<file path="src/rtl/path_delay_line_pkg.sv">
// Shared definitions for the multi-channel rise/fall inertial delay line.
// Holds the per-channel FSM encoding and the glitch-counter saturation value.
// No ports; imported by path_delay_chan and path_delay_line.
package path_delay_line_pkg;

  typedef enum logic {
    ST_IDLE = 1'b0,
    ST_PEND = 1'b1
  } chan_state_t;

  localparam logic [15:0] GLITCH_MAX = 16'hFFFF;

endpackage

</file>
<file path="src/rtl/path_delay_chan.sv">
// One inertial-delay channel: FSM + down-counter + target bit, separate rise/fall delay.
// Latency: a held input change reaches o_q max(T,1) edges after it is first sampled.
// Backpressure: none; o_reject pulses combinationally on the edge a pending pulse collapses.
// Ports: i_clk, i_rst_n (sync, active-low), i_d, i_t_rise, i_t_fall -> o_q, o_busy, o_reject.
module path_delay_chan
  import path_delay_line_pkg::*;
#(
  parameter int CNT_W = 8
) (
  input  logic             i_clk,
  input  logic             i_rst_n,
  input  logic             i_d,
  input  logic [CNT_W-1:0] i_t_rise,
  input  logic [CNT_W-1:0] i_t_fall,
  output logic             o_q,
  output logic             o_busy,
  output logic             o_reject
);

  localparam logic [CNT_W-1:0] ONE = CNT_W'(1);

  chan_state_t      r_state;
  chan_state_t      w_state_nxt;
  logic [CNT_W-1:0] r_cnt;
  logic [CNT_W-1:0] w_cnt_nxt;
  logic             r_tgt;
  logic             w_tgt_nxt;
  logic             r_q;
  logic             w_q_nxt;
  logic [CNT_W-1:0] w_t_sel;
  logic [CNT_W-1:0] w_cnt_start;

  // Delay is chosen by the direction of the new value; 0 and 1 both mean one edge.
  assign w_t_sel     = i_d ? i_t_rise : i_t_fall;
  assign w_cnt_start = (w_t_sel == '0) ? '0 : (w_t_sel - ONE);

  always_ff @(posedge i_clk) begin
    if (!i_rst_n) begin
      r_state <= ST_IDLE;
      r_cnt   <= '0;
      r_tgt   <= 1'b0;
      r_q     <= 1'b0;
    end else begin
      r_state <= w_state_nxt;
      r_cnt   <= w_cnt_nxt;
      r_tgt   <= w_tgt_nxt;
      r_q     <= w_q_nxt;
    end
  end

  always_comb begin
    w_state_nxt = r_state;
    w_cnt_nxt   = r_cnt;
    w_tgt_nxt   = r_tgt;
    w_q_nxt     = r_q;
    o_reject    = 1'b0;
    case (r_state)
      ST_IDLE: begin
        if (i_d != r_q) begin
          w_tgt_nxt   = i_d;
          w_cnt_nxt   = w_cnt_start;
          w_state_nxt = ST_PEND;
        end
      end
      ST_PEND: begin
        if (i_d != r_tgt) begin
          // Input went back to the output value before the delay elapsed.
          o_reject    = 1'b1;
          w_cnt_nxt   = '0;
          w_state_nxt = ST_IDLE;
        end else if (r_cnt == '0) begin
          w_q_nxt     = r_tgt;
          w_state_nxt = ST_IDLE;
        end else begin
          w_cnt_nxt = r_cnt - ONE;
        end
      end
      default: w_state_nxt = ST_IDLE;
    endcase
  end

  assign o_q    = r_q;
  assign o_busy = (r_state == ST_PEND);

endmodule

</file>
<file path="src/rtl/path_delay_line.sv">
// N_CH-channel clocked path delay with independent inertial rise/fall delays.
// Latency: max(T,1) edges from first sampled change to Q; Q/BUSY registered, no D->Q path.
// Backpressure: none. Optional PATH_DELAY_GLITCH_CNT_EN adds saturating GLITCH_CNT output.
// Ports: C (clock), RN (sync active-low reset), D, T_RISE, T_FALL -> Q, BUSY [, GLITCH_CNT].
module path_delay_line
  import path_delay_line_pkg::*;
#(
  parameter int N_CH  = 4,
  parameter int CNT_W = 8
) (
  input  logic             C,
  input  logic             RN,
  input  logic [N_CH-1:0]  D,
  input  logic [CNT_W-1:0] T_RISE,
  input  logic [CNT_W-1:0] T_FALL,
  output logic [N_CH-1:0]  Q,
  output logic [N_CH-1:0]  BUSY
`ifdef PATH_DELAY_GLITCH_CNT_EN
  ,
  output logic [15:0]      GLITCH_CNT
`endif
);

  logic [N_CH-1:0] w_q;
  logic [N_CH-1:0] w_busy;
  logic [N_CH-1:0] w_reject;

  for (genvar g = 0; g < N_CH; g++) begin : g_chan
    path_delay_chan #(
      .CNT_W(CNT_W)
    ) u_chan (
      .i_clk    (C),
      .i_rst_n  (RN),
      .i_d      (D[g]),
      .i_t_rise (T_RISE),
      .i_t_fall (T_FALL),
      .o_q      (w_q[g]),
      .o_busy   (w_busy[g]),
      .o_reject (w_reject[g])
    );
  end

  assign Q    = w_q;
  assign BUSY = w_busy;

`ifdef PATH_DELAY_GLITCH_CNT_EN
  logic [15:0] r_glitch_cnt;
  logic [16:0] w_glitch_sum;

  // One extra bit of headroom lets the saturation test be a simple compare.
  always_comb begin
    w_glitch_sum = {1'b0, r_glitch_cnt};
    for (int i = 0; i < N_CH; i++) begin
      w_glitch_sum = w_glitch_sum + 17'(w_reject[i]);
    end
  end

  always_ff @(posedge C) begin
    if (!RN) begin
      r_glitch_cnt <= '0;
    end else if (w_glitch_sum > {1'b0, GLITCH_MAX}) begin
      r_glitch_cnt <= GLITCH_MAX;
    end else begin
      r_glitch_cnt <= w_glitch_sum[15:0];
    end
  end

  assign GLITCH_CNT = r_glitch_cnt;
`else
  logic w_unused_reject;
  assign w_unused_reject = ^w_reject;
`endif

endmodule

</file>
<file path="config.mk">
export PLATFORM = sky130hd
export DESIGN_NAME = path_delay_line
export DESIGN_NICKNAME = d
export VERILOG_FILES = /design/src/rtl/path_delay_line_pkg.sv /design/src/rtl/path_delay_chan.sv /design/src/rtl/path_delay_line.sv
export SDC_FILE = /design/constraint.sdc
export NUM_CORES = 1
export LEC_CHECK = 0
export ABC_AREA = 1
export CAP_MARGIN = 15
export CORE_MARGIN = 4
export CORE_UTILIZATION = 55
export CTS_CLUSTER_DIAMETER = 50
export DETAILED_ROUTE_END_ITERATION = 6
export PLACE_DENSITY = 0.79
export SKIP_LAST_GASP = 1
export SLEW_MARGIN = 20
export SYNTH_ARGS = -nofsm -noshare
export SYNTH_HDL_FRONTEND = slang
export SYNTH_SLANG_ARGS = --single-unit
</file>
<file path="constraint.sdc">
create_clock -name C -period 1.55 [get_ports C]
set_input_delay 0.31 -clock C [delete_from_list [all_inputs] [get_ports C]]
set_output_delay 0.31 -clock C [all_outputs]
set_load 0.01 [all_outputs]
</file>
==> impl_metrics.toml, run 1 <==
[cts]
clock_path_buffers = 2
clock_latency_ns = 0.29
htree_num_levels = 2
cts_num_sinks = 44
cts-root-buf = "clkbuf_8"
cts_buffers = 5
cts_hold_buf = 0
cts_tree = "built"
clk_pin_slew_ns = 0.09

[logic_synthesis]
async_flop_share_pct = 0
synthCells = 717
synth_fp_nets = 755
synthFlopType = "dfxtp_1"
synth_area_sq_mm = 0.00436
ys_types = 34
yosysSeqAreaShare_pct = 20.2
avgSynthCellArea_sq_um = 6.08
ys_top_cells_by_area = "dfxtp_1 20%, nand2_1 18%, inv_1 6.5%"
synth.top_cell.area_share_pct = 20.2
synth_top_cell_by_area = "dfxtp_1"
synth_edf_count = 0
ys_warn_count = 0
ys_seq_elements = 44

[routing]
via_per_inst = 5.27
dr.pass1.iters = 6
ant_nets = 0
wl_per_cell_um = 13.1
first_iter_violations = 188
dr_total_vias = 4858
totalWireLength_um = 12100
drc = 0

[timing]
finalMaxSlewViolations = 0
hold_slack_ns = 0.490
hold_viol = 0
finalSetupTns_ns = 0
slew-limit-headroom_pct = 71.1
rsz0062_at_grt = "true"
period_minus_slack_ns = 1.49
worst_clock_skew_ns = 0.00810
fin_crit_sh_pct = 96.1
setup_violations = 0
fin_ws_ns = 0.0607
max_freq_mhz = 671
tightest_slew_ns = 0.433

[worst_setup_path]
cp-end-kind = "register"
r2r_start = "g_chan[1].u_chan.r_cnt[0]"
start_kind = "primary input"
cp_top_family = "simple AND/OR/NAND/NOR gates"
cp.required_ns = 1.79
crit_path_max_incr_delay_ns = 0.49
path_max_fanout = 7
ff2ff_path_depth = 8
r2r_setup_slack_ns = 0.07
r2r_end = "g_chan[1].u_chan.r_cnt[5]"
arrival_ns = 1.73
cp_slowest_cell = "clkdlybuf4s50_1"
crit_chain = "clkdlybuf4s50_1, inv_1, nand2_1, nand2_1, nand3_2, nor2_2, nor2_4, nand3_2, a21oi_2"
worst-path-buf-inv = 2
critPathKind = "primary input to register"

[pwr]
seq_power_share_pct = 34.3
swShare_pct = 40.0
power.internal_mw = 2.42
clockPowerShare_pct = 19.7
p_leak_nw = 2.83
comb_power_share_pct = 46.0
ir_worst_vdd_mv = 0.532
p_switching_mw = 1.61
power_density_mw_per_mm2 = 718
fin_total_pwr_mw = 4.04

[floorplan]
die_area_sq_mm = 0.00942
fp.coreArea_sq_mm = 0.00773
fp.dieW_um = 97.1
boundaryPins = 30
rows = 32
die_height_um = 97.1
start_util_pct = 56.5

[layout]
fin_nets = 858
fin_cells = 922
antenna_cells = 0
drive_gt1_share_pct = 30.6
mostFrequentLayoutCells = "197 x nand2_1, 85 x buf_4, 63 x nor2_1"
fin_area_sq_mm = 0.00562
final_common_cell = "nand2_1"
fin_util_pct = 72.7
area_growth_pct = 28.8

[grt]
grt_max_degree = 19
grt_pass1_wl_um = 20500
gr-usage-all-layers_pct = 25.3
grt_pass1_vias = 4810
antenna_found_initial = 0
overflow = 0

[placed_design]
dp_cells = 904
gp_congestion = 0.882
place_ws_ns = -0.583
dpl.hpwl_um = 9000
placed_area_sq_mm = 0.00524
io_buffers = 29

[min_path]
hold_class = "register to register"
min_from = "g_chan[3].u_chan.o_q"
min_to = "g_chan[3].u_chan.o_q"
whs_path_depth = 2

[run_status]
outcome = "complete, no violations"

[job]
drv_cap = 0
## Yosys cell counts, types with 2 or more instances
master      n
inv_2       3
o21ai_2     4
inv_4       5
nand3_2     4
nand2_4     8
nor2_2     10
nand2_2    31
inv_1      75
nand3b_1   10
nand4_1     2
nor2_4     10
clkbuf_1    3
nor2_1     70
a31oi_1     2
buf_4       8
dfxtp_1    44
xor2_1     10
or2_1       2
nor3_1      5
xnor2_1     7
a21oi_2     9
ha_1       16
o21bai_1    2
a21oi_1    56
o21ai_0    50
nand3_1    35
nand2_1   215
o21ai_1     6
buf_6      10
## power groups by stage
stage	registers, mW	clock network (mW)	logic [mW]
after global placement	1.39	0	1.64
final	1.38	0.797	1.85
after floorplan	1.38	0	1.19
after detailed placement	1.40	0	1.70
after global routing	1.40	0.850	2.07
after CTS	1.38	0.807	1.75
## worst max-delay path by stage
stage                                          from                        end  slack, ns  cells after the start
after detailed placement                       D[3]  g_chan[3].u_chan.r_cnt[0]      -0.58                     13
after global placement                         D[3]  g_chan[3].u_chan.r_cnt[7]      -0.54                     14
final                                     T_FALL[7]  g_chan[0].u_chan.r_cnt[5]       0.06                      9
after global routing      g_chan[2].u_chan.r_cnt[0]  g_chan[2].u_chan.r_cnt[0]      -0.03                      9
after CTS                   g_chan[0].u_chan.o_busy                    BUSY[0]      0.001                      1
after floorplan                                D[2]  g_chan[2].u_chan.r_cnt[5]      -0.01                     12
## timing repair
action / in CTS / in global routing
gates resized for setup: 48 / 69
buffers inserted: 6 / 6
pin swaps: 21 / 24
setup endpoints to repair: 42 / 37
## state kept, by name, summed over array words and instances (netlist names)
signal / flops
g_chan.u_chan.r_tgt: 4
g_chan.u_chan.r_cnt: 32
g_chan.u_chan.o_busy: 4
g_chan.u_chan.o_q: 4
## metal layers
metal / track usage, % / up-vias / routed length [um]
met5: 0 / - / 0
met4: 9.94 / 0 / 265
met3: 3.30 / 29 / 579
met2: 46.4 / 143 / 6160
met1: 29.6 / 2216 / 5110
li1: - / 2470 / -
## cells by family (layout without fill, tap and decap cells)
family | Yosys count | after routing | share of synthesized area (%)
buffers and inverters | 107 | 210 | 12.3
AOI/OAI and AO/OA | 130 | 130 | 16.5
xor gates and xnor gates | 17 | 17 | 3.41
and+or+nand+nor | 403 | 403 | 43.0
DFF | 44 | 44 | 20.2
adders and majority gates | 16 | 16 | 4.59
## worst reg2reg max path, delay by kind of cell, from the launching register on
family	cells	cell delay [ns]
buffers and inverters	2	0.26
AOI/OAI and AO/OA	3	0.30
adders and majority gates	1	0.16
DFF	1	0.33
and+or+nand+nor	2	0.32
## area by class of cell
type	count	area [sq um]
clock buffer	7	96.3
fill	622	2110
inverter	84	338
multi-input combinational	566	3180
sequential	44	888
tap	102	128
timing repair buffer	119	987
Power figures use the tool's default switching activity.
==> run 2, diff against run 1 <==
Settings changed: ABC_CLOCK_PERIOD_IN_PS from default to 1550.
==> results of run 2 <==
Final layout, timing and power as in run 1 (identical DEF).
